$ cat src/rtl/sobel_pkg.sv
// Shared widths and default frame/threshold constants for the Sobel gradient stage.
package sobel_pkg;

  localparam int PIX_W  = 8;
  localparam int GRAD_W = 11;
  localparam int MAG_W  = 10;
  localparam int CNT_W  = 16;

  localparam int ROWS_DEF   = 128;
  localparam int COLS_DEF   = 128;
  localparam int THRESH_DEF = 100;

  localparam logic [PIX_W-1:0] PIX_MAX = 8'd255;

endpackage

$ cat src/rtl/sobel_abs.sv
// Registered absolute value of a signed gradient; |-1020| fits MAG_W, so no overflow case.
module sobel_abs
  import sobel_pkg::*;
(
  input  logic                     clk,
  input  logic                     rst,
  input  logic signed [GRAD_W-1:0] grad_i,
  output logic        [MAG_W-1:0]  mag_o
);

  logic [MAG_W-1:0] mag_d;
  logic [MAG_W-1:0] mag_q;

  // Two's-complement negate on the low bits only; the sign bit never survives into the result.
  always_comb begin
    mag_d = grad_i[MAG_W-1:0];
    if (grad_i[GRAD_W-1]) begin
      mag_d = ~grad_i[MAG_W-1:0] + MAG_W'(1);
    end
  end

  always_ff @(posedge clk) begin
    if (rst) begin
      mag_q <= '0;
    end else begin
      mag_q <= mag_d;
    end
  end

  assign mag_o = mag_q;

endmodule

$ cat src/rtl/sobel_gradient_calc.sv
// 3-stage Sobel gradient: S1 Gx/Gy, S2 abs, S3 saturated L1 magnitude + edge flag, with frame counting.
module sobel_gradient_calc
  import sobel_pkg::*;
#(
  parameter int ROWS   = ROWS_DEF,
  parameter int COLS   = COLS_DEF,
  parameter int THRESH = THRESH_DEF
) (
  input  logic             clk,
  input  logic             rst,
  input  logic [PIX_W-1:0] d0_i,
  input  logic [PIX_W-1:0] d1_i,
  input  logic [PIX_W-1:0] d2_i,
  input  logic [PIX_W-1:0] d3_i,
  input  logic [PIX_W-1:0] d4_i,
  input  logic [PIX_W-1:0] d5_i,
  input  logic [PIX_W-1:0] d6_i,
  input  logic [PIX_W-1:0] d7_i,
  input  logic [PIX_W-1:0] d8_i,
  input  logic             valid_i,
  output logic [PIX_W-1:0] pix_o,
  output logic             edge_o,
  output logic             valid_o,
  output logic             frame_done_o
);

  localparam logic [CNT_W-1:0] LAST_PIX = CNT_W'(ROWS * COLS - 1);
  localparam logic [PIX_W-1:0] THR      = PIX_W'(THRESH);

  logic [MAG_W-1:0]         xp_sum, xn_sum, yp_sum, yn_sum;
  logic signed [GRAD_W-1:0] gx_d, gy_d, gx_q, gy_q;
  logic [MAG_W-1:0]         ax, ay;
  logic [GRAD_W-1:0]        sum;
  logic [PIX_W-1:0]         pix_d, pix_q;
  logic                     edge_d, edge_q;
  logic                     v1_q, v2_q, v3_q;
  logic [CNT_W-1:0]         cnt_d, cnt_q;
  logic                     fd_d, fd_q;
  logic                     unused_d4;

  // The centre tap has zero weight in both kernels.
  assign unused_d4 = ^d4_i;

  always_comb begin
    xp_sum = {2'b00, d2_i} + {1'b0, d5_i, 1'b0} + {2'b00, d8_i};
    xn_sum = {2'b00, d0_i} + {1'b0, d3_i, 1'b0} + {2'b00, d6_i};
    yp_sum = {2'b00, d6_i} + {1'b0, d7_i, 1'b0} + {2'b00, d8_i};
    yn_sum = {2'b00, d0_i} + {1'b0, d1_i, 1'b0} + {2'b00, d2_i};
    gx_d   = $signed({1'b0, xp_sum}) - $signed({1'b0, xn_sum});
    gy_d   = $signed({1'b0, yp_sum}) - $signed({1'b0, yn_sum});
  end

  sobel_abs u_abs_x (.clk(clk), .rst(rst), .grad_i(gx_q), .mag_o(ax));
  sobel_abs u_abs_y (.clk(clk), .rst(rst), .grad_i(gy_q), .mag_o(ay));

  always_comb begin
    sum    = {1'b0, ax} + {1'b0, ay};
    pix_d  = (|sum[GRAD_W-1:PIX_W]) ? PIX_MAX : sum[PIX_W-1:0];
    edge_d = (pix_d >= THR);
  end

  // Count is taken as the result enters S3 so frame_done lands on the same cycle as valid_o.
  always_comb begin
    cnt_d = cnt_q;
    fd_d  = 1'b0;
    if (v2_q) begin
      if (cnt_q == LAST_PIX) begin
        cnt_d = '0;
        fd_d  = 1'b1;
      end else begin
        cnt_d = cnt_q + CNT_W'(1);
      end
    end
  end

  always_ff @(posedge clk) begin
    if (rst) begin
      gx_q   <= '0;
      gy_q   <= '0;
      v1_q   <= 1'b0;
      v2_q   <= 1'b0;
      v3_q   <= 1'b0;
      pix_q  <= '0;
      edge_q <= 1'b0;
      cnt_q  <= '0;
      fd_q   <= 1'b0;
    end else begin
      gx_q <= gx_d;
      gy_q <= gy_d;
      v1_q <= valid_i;
      v2_q <= v1_q;
      v3_q <= v2_q;
      if (v2_q) begin
        pix_q  <= pix_d;
        edge_q <= edge_d;
      end
      cnt_q <= cnt_d;
      fd_q  <= fd_d;
    end
  end

  assign pix_o        = pix_q;
  assign edge_o       = edge_q;
  assign valid_o      = v3_q;
  assign frame_done_o = fd_q;

endmodule

$ cat config.mk
export PLATFORM = sky130hd
export DESIGN_NAME = sobel_gradient_calc
export DESIGN_NICKNAME = d
export VERILOG_FILES = /design/src/rtl/sobel_pkg.sv /design/src/rtl/sobel_abs.sv /design/src/rtl/sobel_gradient_calc.sv
export SDC_FILE = /design/constraint.sdc
export NUM_CORES = 1
export LEC_CHECK = 0
export ABC_AREA = 1
export BUFFER_PORTS_ARGS = -buffer_cell sky130_fd_sc_hd__buf_2
export CAP_MARGIN = 20
export CORE_ASPECT_RATIO = 0.9
export CORE_MARGIN = 2
export CORE_UTILIZATION = 55
export DETAILED_ROUTE_END_ITERATION = 6
export PLACE_DENSITY_LB_ADDON = 0.1
export RECOVER_POWER = 100
export SYNTH_ARGS = -nofsm -noshare
export SYNTH_HDL_FRONTEND = slang
export SYNTH_SLANG_ARGS = --single-unit
$ cat constraint.sdc
create_clock -name clk -period 8.9 [get_ports clk]
set_input_delay 1.335 -clock clk [delete_from_list [all_inputs] [get_ports clk]]
set_output_delay 1.335 -clock clk [all_outputs]
set_load 0.02 [all_outputs]
# --- Yosys cells after proc, flatten, opt, wreduce, memory -nomap -nowiden ---
# Index checks and enable logic that the tools add are counted.
word_totals:
  ff_bits: 71
  in_bits: 75
  out_inout_bits: 11
  wordCells: 37
op_classes:
  add_sub_neg: 14
  magnitude_cmp: 1
  eq_ne: 1
  n_mux: 5
  bitwise_logic: 3
  n_reduce_logical: 2
ops:
  columns: ["op", "count"]
  rows:
  - ["adder 10 x 8 -> 10 bit", 4]
  - ["adder 8 x 9 -> 10 bit", 4]
  - ["subtractor 10 x 10 -> 11 bit", 2]
  - ["adder 10 x 1 -> 10 bit (second input constant)", 2]
  - ["two-way mux 10 bit", 2]
  - ["NOT 10 bit", 2]
  - ["adder 16 x 1 -> 16 bit (second input constant)", 1]
  - ["equality test 16 x 14 -> 1 bit (second input constant)", 1]
  - ["two-way mux 16 bit", 1]
  - ["adder 10 x 10 -> 11 bit", 1]
  - ["greater-or-equal comparator 8 x 7 -> 1 bit (second input constant)", 1]
  - ["two-way mux 8 bit", 1]
  - ["OR reduction 3 bit", 1]
  - ["OR reduction 2 bit", 1]
  - ["two-way mux 1 bit", 1]
  - ["NOT 1 bit", 1]

# --- Logic depth before layout (Yosys ltp) ---
depth:
  ltp_word: 4
  ltp_mapped: 17
  depth_no_buf: 17

# --- Cells and area by module ---
# Synthesis repeated with hierarchy kept, for this count alone.
unflattened:
  cells_unflattened: 745
  hier_area_um2: 5695.5
modules_own_cells:
  columns: ["mod", "instances", "cells_each", "area_per_inst_um2", "seq_area_each_um2"]
  rows:
  - ["sobel_gradient_calc", 1, 595, 4702.0, 1021.0]
  - ["sobel_abs", 2, 75, 496.7, 200.2]

# --- Least setup slack after synthesis ---
# Ideal clock, no wire load.
synth_timing:
  path_kind: "input port to flip-flop"
  start: "input d0_i[3]"
  end: "register gy_q[7]"
  setup_ns: 0.119
  arrival_ns: 4.142
  slack_ns: 4.639
  path_stages: 15
  path_buffers: 0
  path_cell_list: "inv_1 fa_1 fa_1 inv_1 fa_1 inv_1 ha_1 inv_1 nor2_1 o21ai_0 a21boi_0 o21ai_0 nand2_1 o21ai_0 a21oi_1"
synth_via:
  elab_chain_len: 3
synth_rtl:
  columns: ["element", "line_no", "source"]
  rows:
  - ["start, declared", "sobel_gradient_calc.sv:11", "input logic [PIX_W-1:0] d0_i,"]
  - ["adder 8 x 9 -> 10 bit", "sobel_gradient_calc.sv:48", "yn_sum = {2'b00, d0_i} + {1'b0, d1_i, 1'b0} + {2'b00, d2_i};"]
  - ["adder 10 x 8 -> 10 bit", "sobel_gradient_calc.sv:48", null]
  - ["subtractor 10 x 10 -> 11 bit", "sobel_gradient_calc.sv:50", "gy_d = $signed({1'b0, yp_sum}) - $signed({1'b0, yn_sum});"]
  - ["end signal, assigned", "sobel_gradient_calc.sv:89", "gy_q <= gy_d;"]
  - ["end, declared", "sobel_gradient_calc.sv:31", "logic signed [GRAD_W-1:0] gx_d, gy_d, gx_q, gy_q;"]
# No other way between the ends.
# A chain may end at the register's enable or synchronous reset.

# --- Worst setup path in the final report ---
# Ends and elaborated chain as after synthesis.

==> impl_metrics.yaml <==
status:
  outcome: "finished, final reports clean"
worst_setup_path:
  startpoint_type: "input pin"
  critical_path.endpoint: "gy_q[7]"
  cpLargestDelayFamily: "adder cells"
  cp.buffers_inverters: 5
  crit_chain: "buf_2 > inv_1 > fa_1 > fa_1 > inv_1 > fa_1 > inv_1 > ha_1 > inv_1 > nor2_1 > o21ai_0 > a21boi_0 > o21ai_0 > nand2_1 > o21ai_0 > a21oi_1"
  crit_required_ps: 9110
  rrSetupSlack_ps: 6750
  worstReg2RegEnd: "pix_o[3]"
  critPathCaptureType: "register"
  critPathKind: "in -> reg"
  cp.arrival_ps: 4600
  critPathMaxStageDelay_ps: 550
  worstReg2RegStart: "u_abs_x.mag_o[0]"
  rr_worst_depth: 14
  crit_path_top_delay_cell: "fa_1"
  cp_max_fo: 3
  path_depth: 16
  critPathLaunch: "d0_i[3]"
  cpMostUsedCell: "inv_1"
final_layout:
  layout_commonest_cell: "inv_1"
  nets: 962
  drive_gt1_frac: 0.128
  stdcell_count: 918
  most-common-layout-cells: "inv_1, nand2_1, dfxtp_1"
  num_antenna_cells: 0
  syn2layout_area_growth_pct: 14.8
  postLayoutCoreUtil: 0.654
global_route:
  grt_max_degree: 36
  grt_pass1_wl_um: 18900
  grt-ovfl-total: 0
  grt_usage: 0.217
  antenna_found_initial: 0
  grt_pass1_vias: 4625
logic_synthesis:
  synth.distinct_cells: 37
  yosysSeqAreaShare: 0.255
  netlist_area_sq_mm: 0.00558
  ys_warn_count: 0
  synthTopCellsByArea: "dfxtp_1, fa_1, inv_1"
  avgSynthCellArea_sq_um: 7.87
  synth_top_cell_area_share: 0.255
  syn-instance-count: 708
  yosys.area.top_type: "dfxtp_1"
  synth.ff_latch_count: 71
  synth_fp_nets: 883
timing:
  worst_slack_ps: 4510
  period_needed_ps: 4390
  tns_ps: 0
  hold_viol_final: 0
  maxSlewHeadroom: 0.0127
  final-setup-viol-count: 0
  max_freq_mhz: 228
  maxSlewViolCount: 0
  period_share: 0.493
  tightest_slew_ps: 1480
  fin_skew_ps: 5.10
  grt_setup_unrepaired: "no"
power_and_ir_drop:
  pwr_density_cell_mw_per_mm2: 261
  total_power_w: 0.00167
  vdd_ir_drop_max_mv: 0.222
  leakage_nw: 3.43
clock_tree:
  clkLatencyLatePin_ps: 330
  post_cts_buffers: 0
  postCtsResizedCells: 0
  clock_sinks: 71
  numCtsBuffers: 9
  htree_levels: 3
  clock-root-buffer: "clkbuf_16"
  clkTransAtPathRegs_ps: 60
  cts_tree: "yes"
  postCtsHoldBufs: 0
  clockBufferDepth: 2
floorplan:
  core-area_sq_mm: 0.00978
  die_area_sq_mm: 0.0110
  rows: 34
  pin_count: 86
  die_h_um: 99.5
  start_util: 0.570
  die_x_um: 110
route:
  vias_per_cell: 4.88
  post_drt_wl_per_cell_um: 11.6
  drt_wl_total_um: 10700
  vias: 4484
  drtIter0Drc: 181
  dr.pass1.iters: 4
  ant_nets: 0
  remaining_drc_errors: 0
place:
  gp_congestion: 0.902
  portBuffers: 77
  hpwlAfterDp_um: 8810
  dp_cells: 902
  dp_slack_ps: 4220
flow_run:
  drv_cap: 0
min_path:
  hold-path-cell-count: 2
  hp-class: "reg -> reg"
where the power goes:
group	internal, W	switching, W
Sequential	0.000394	0.0000502
Clock	0.000268	0.000130
Combinational	0.000317	0.000508
Total	0.000979	0.000689
stage by stage:
step | hold WS (ps) | cell area [sq um]
after floorplan | 388 | 5580
after global placement | 394 | 6080
after detailed placement | 406 | 6080
after CTS | 413 | 6420
after global routing | 424 | 6400
final | 411 | 6400
state kept, by name, indices dropped and copies added (netlist names):
| register | count |
|---|---|
| v1_q | 1 |
| frame_done_o | 1 |
| u_abs_x.mag_o | 10 |
| gy_q | 11 |
| pix_o | 8 |
| cnt_q | 16 |
| gx_q | 11 |
| valid_o | 1 |
| u_abs_y.mag_o | 10 |
| edge_o | 1 |
| v2_q | 1 |
synth_stat cells:
| cell type | count |
|---|---|
| a21boi_0 | 2 |
| a21oi_1 | 59 |
| a221oi_1 | 1 |
| a31oi_1 | 1 |
| and3_1 | 5 |
| buf_4 | 1 |
| clkbuf_1 | 8 |
| dfxtp_1 | 71 |
| fa_1 | 63 |
| ha_1 | 37 |
| inv_1 | 200 |
| inv_2 | 5 |
| inv_4 | 1 |
| nand2_1 | 77 |
| nand2_2 | 2 |
| nand3_1 | 22 |
| nand3_2 | 2 |
| nand4_1 | 5 |
| nand4_2 | 1 |
| nor2_1 | 54 |
| nor2_2 | 3 |
| nor2_4 | 1 |
| nor3_1 | 24 |
| nor3_2 | 4 |
| nor3_4 | 1 |
| nor3b_1 | 2 |
| nor3b_2 | 1 |
| nor4_1 | 1 |
| o211ai_1 | 7 |
| o21a_1 | 2 |
| o21ai_0 | 31 |
| o21bai_1 | 1 |
| o221ai_1 | 1 |
| o31a_1 | 1 |
| or2_2 | 1 |
| xnor2_1 | 5 |
| xor2_1 | 5 |
worst min path at each step:
stage | startpoint | end | slack (ps)
detailed placement | v1_q | v2_q | 410
CTS | v1_q | v2_q | 410
floorplan | v1_q | v2_q | 390
global placement | v1_q | v2_q | 390
global route | v1_q | v2_q | 420
finish | v1_q | v2_q | 410
layout make-up:
cell class                 instances  area (sq um)
fill                             876          3380
multi-input combinational        422          3330
sequential                        71          1420
inverter                         206           776
timing repair buffer              77           370
clock buffer                      12           267
tap                              126           158
clock inverter                     4          76.3
per-layer routing:
layer	track usage	vias up	share of wire
li1	-	2320	-
met3	0.0446	18	0.037
met5	0	-	0
met4	0.0510	0	0.012
met2	0.380	77	0.48
met1	0.274	2069	0.47
cell families (layout without fill, tap and decap cells):
group | count (synthesis) | count (layout) | synth area share
buffers and inverters | 215 | 299 | 0.146
AND/OR/NAND/NOR | 206 | 206 | 0.171
AO/OA/AOI/OAI | 106 | 106 | 0.103
adder cells (fa/ha/maj) | 100 | 100 | 0.309
flip-flops | 71 | 71 | 0.255
XOR/XNOR | 10 | 10 | 0.0157
worst register-to-register path: stages (launching register included):
cell and delay [ps]:
dfxtp_1 300, ha_1 240, fa_1 450, nand3_1 130, nand3_2 90, nand2_1 100, nand2_1 50, nand2_1 60
nand2_1 60, nor2_2 110, nand2_1 110, inv_2 110, nand3_1 80, o211ai_1 110, inv_1 60
No activity file was read; power rests on OpenSTA's default activity.
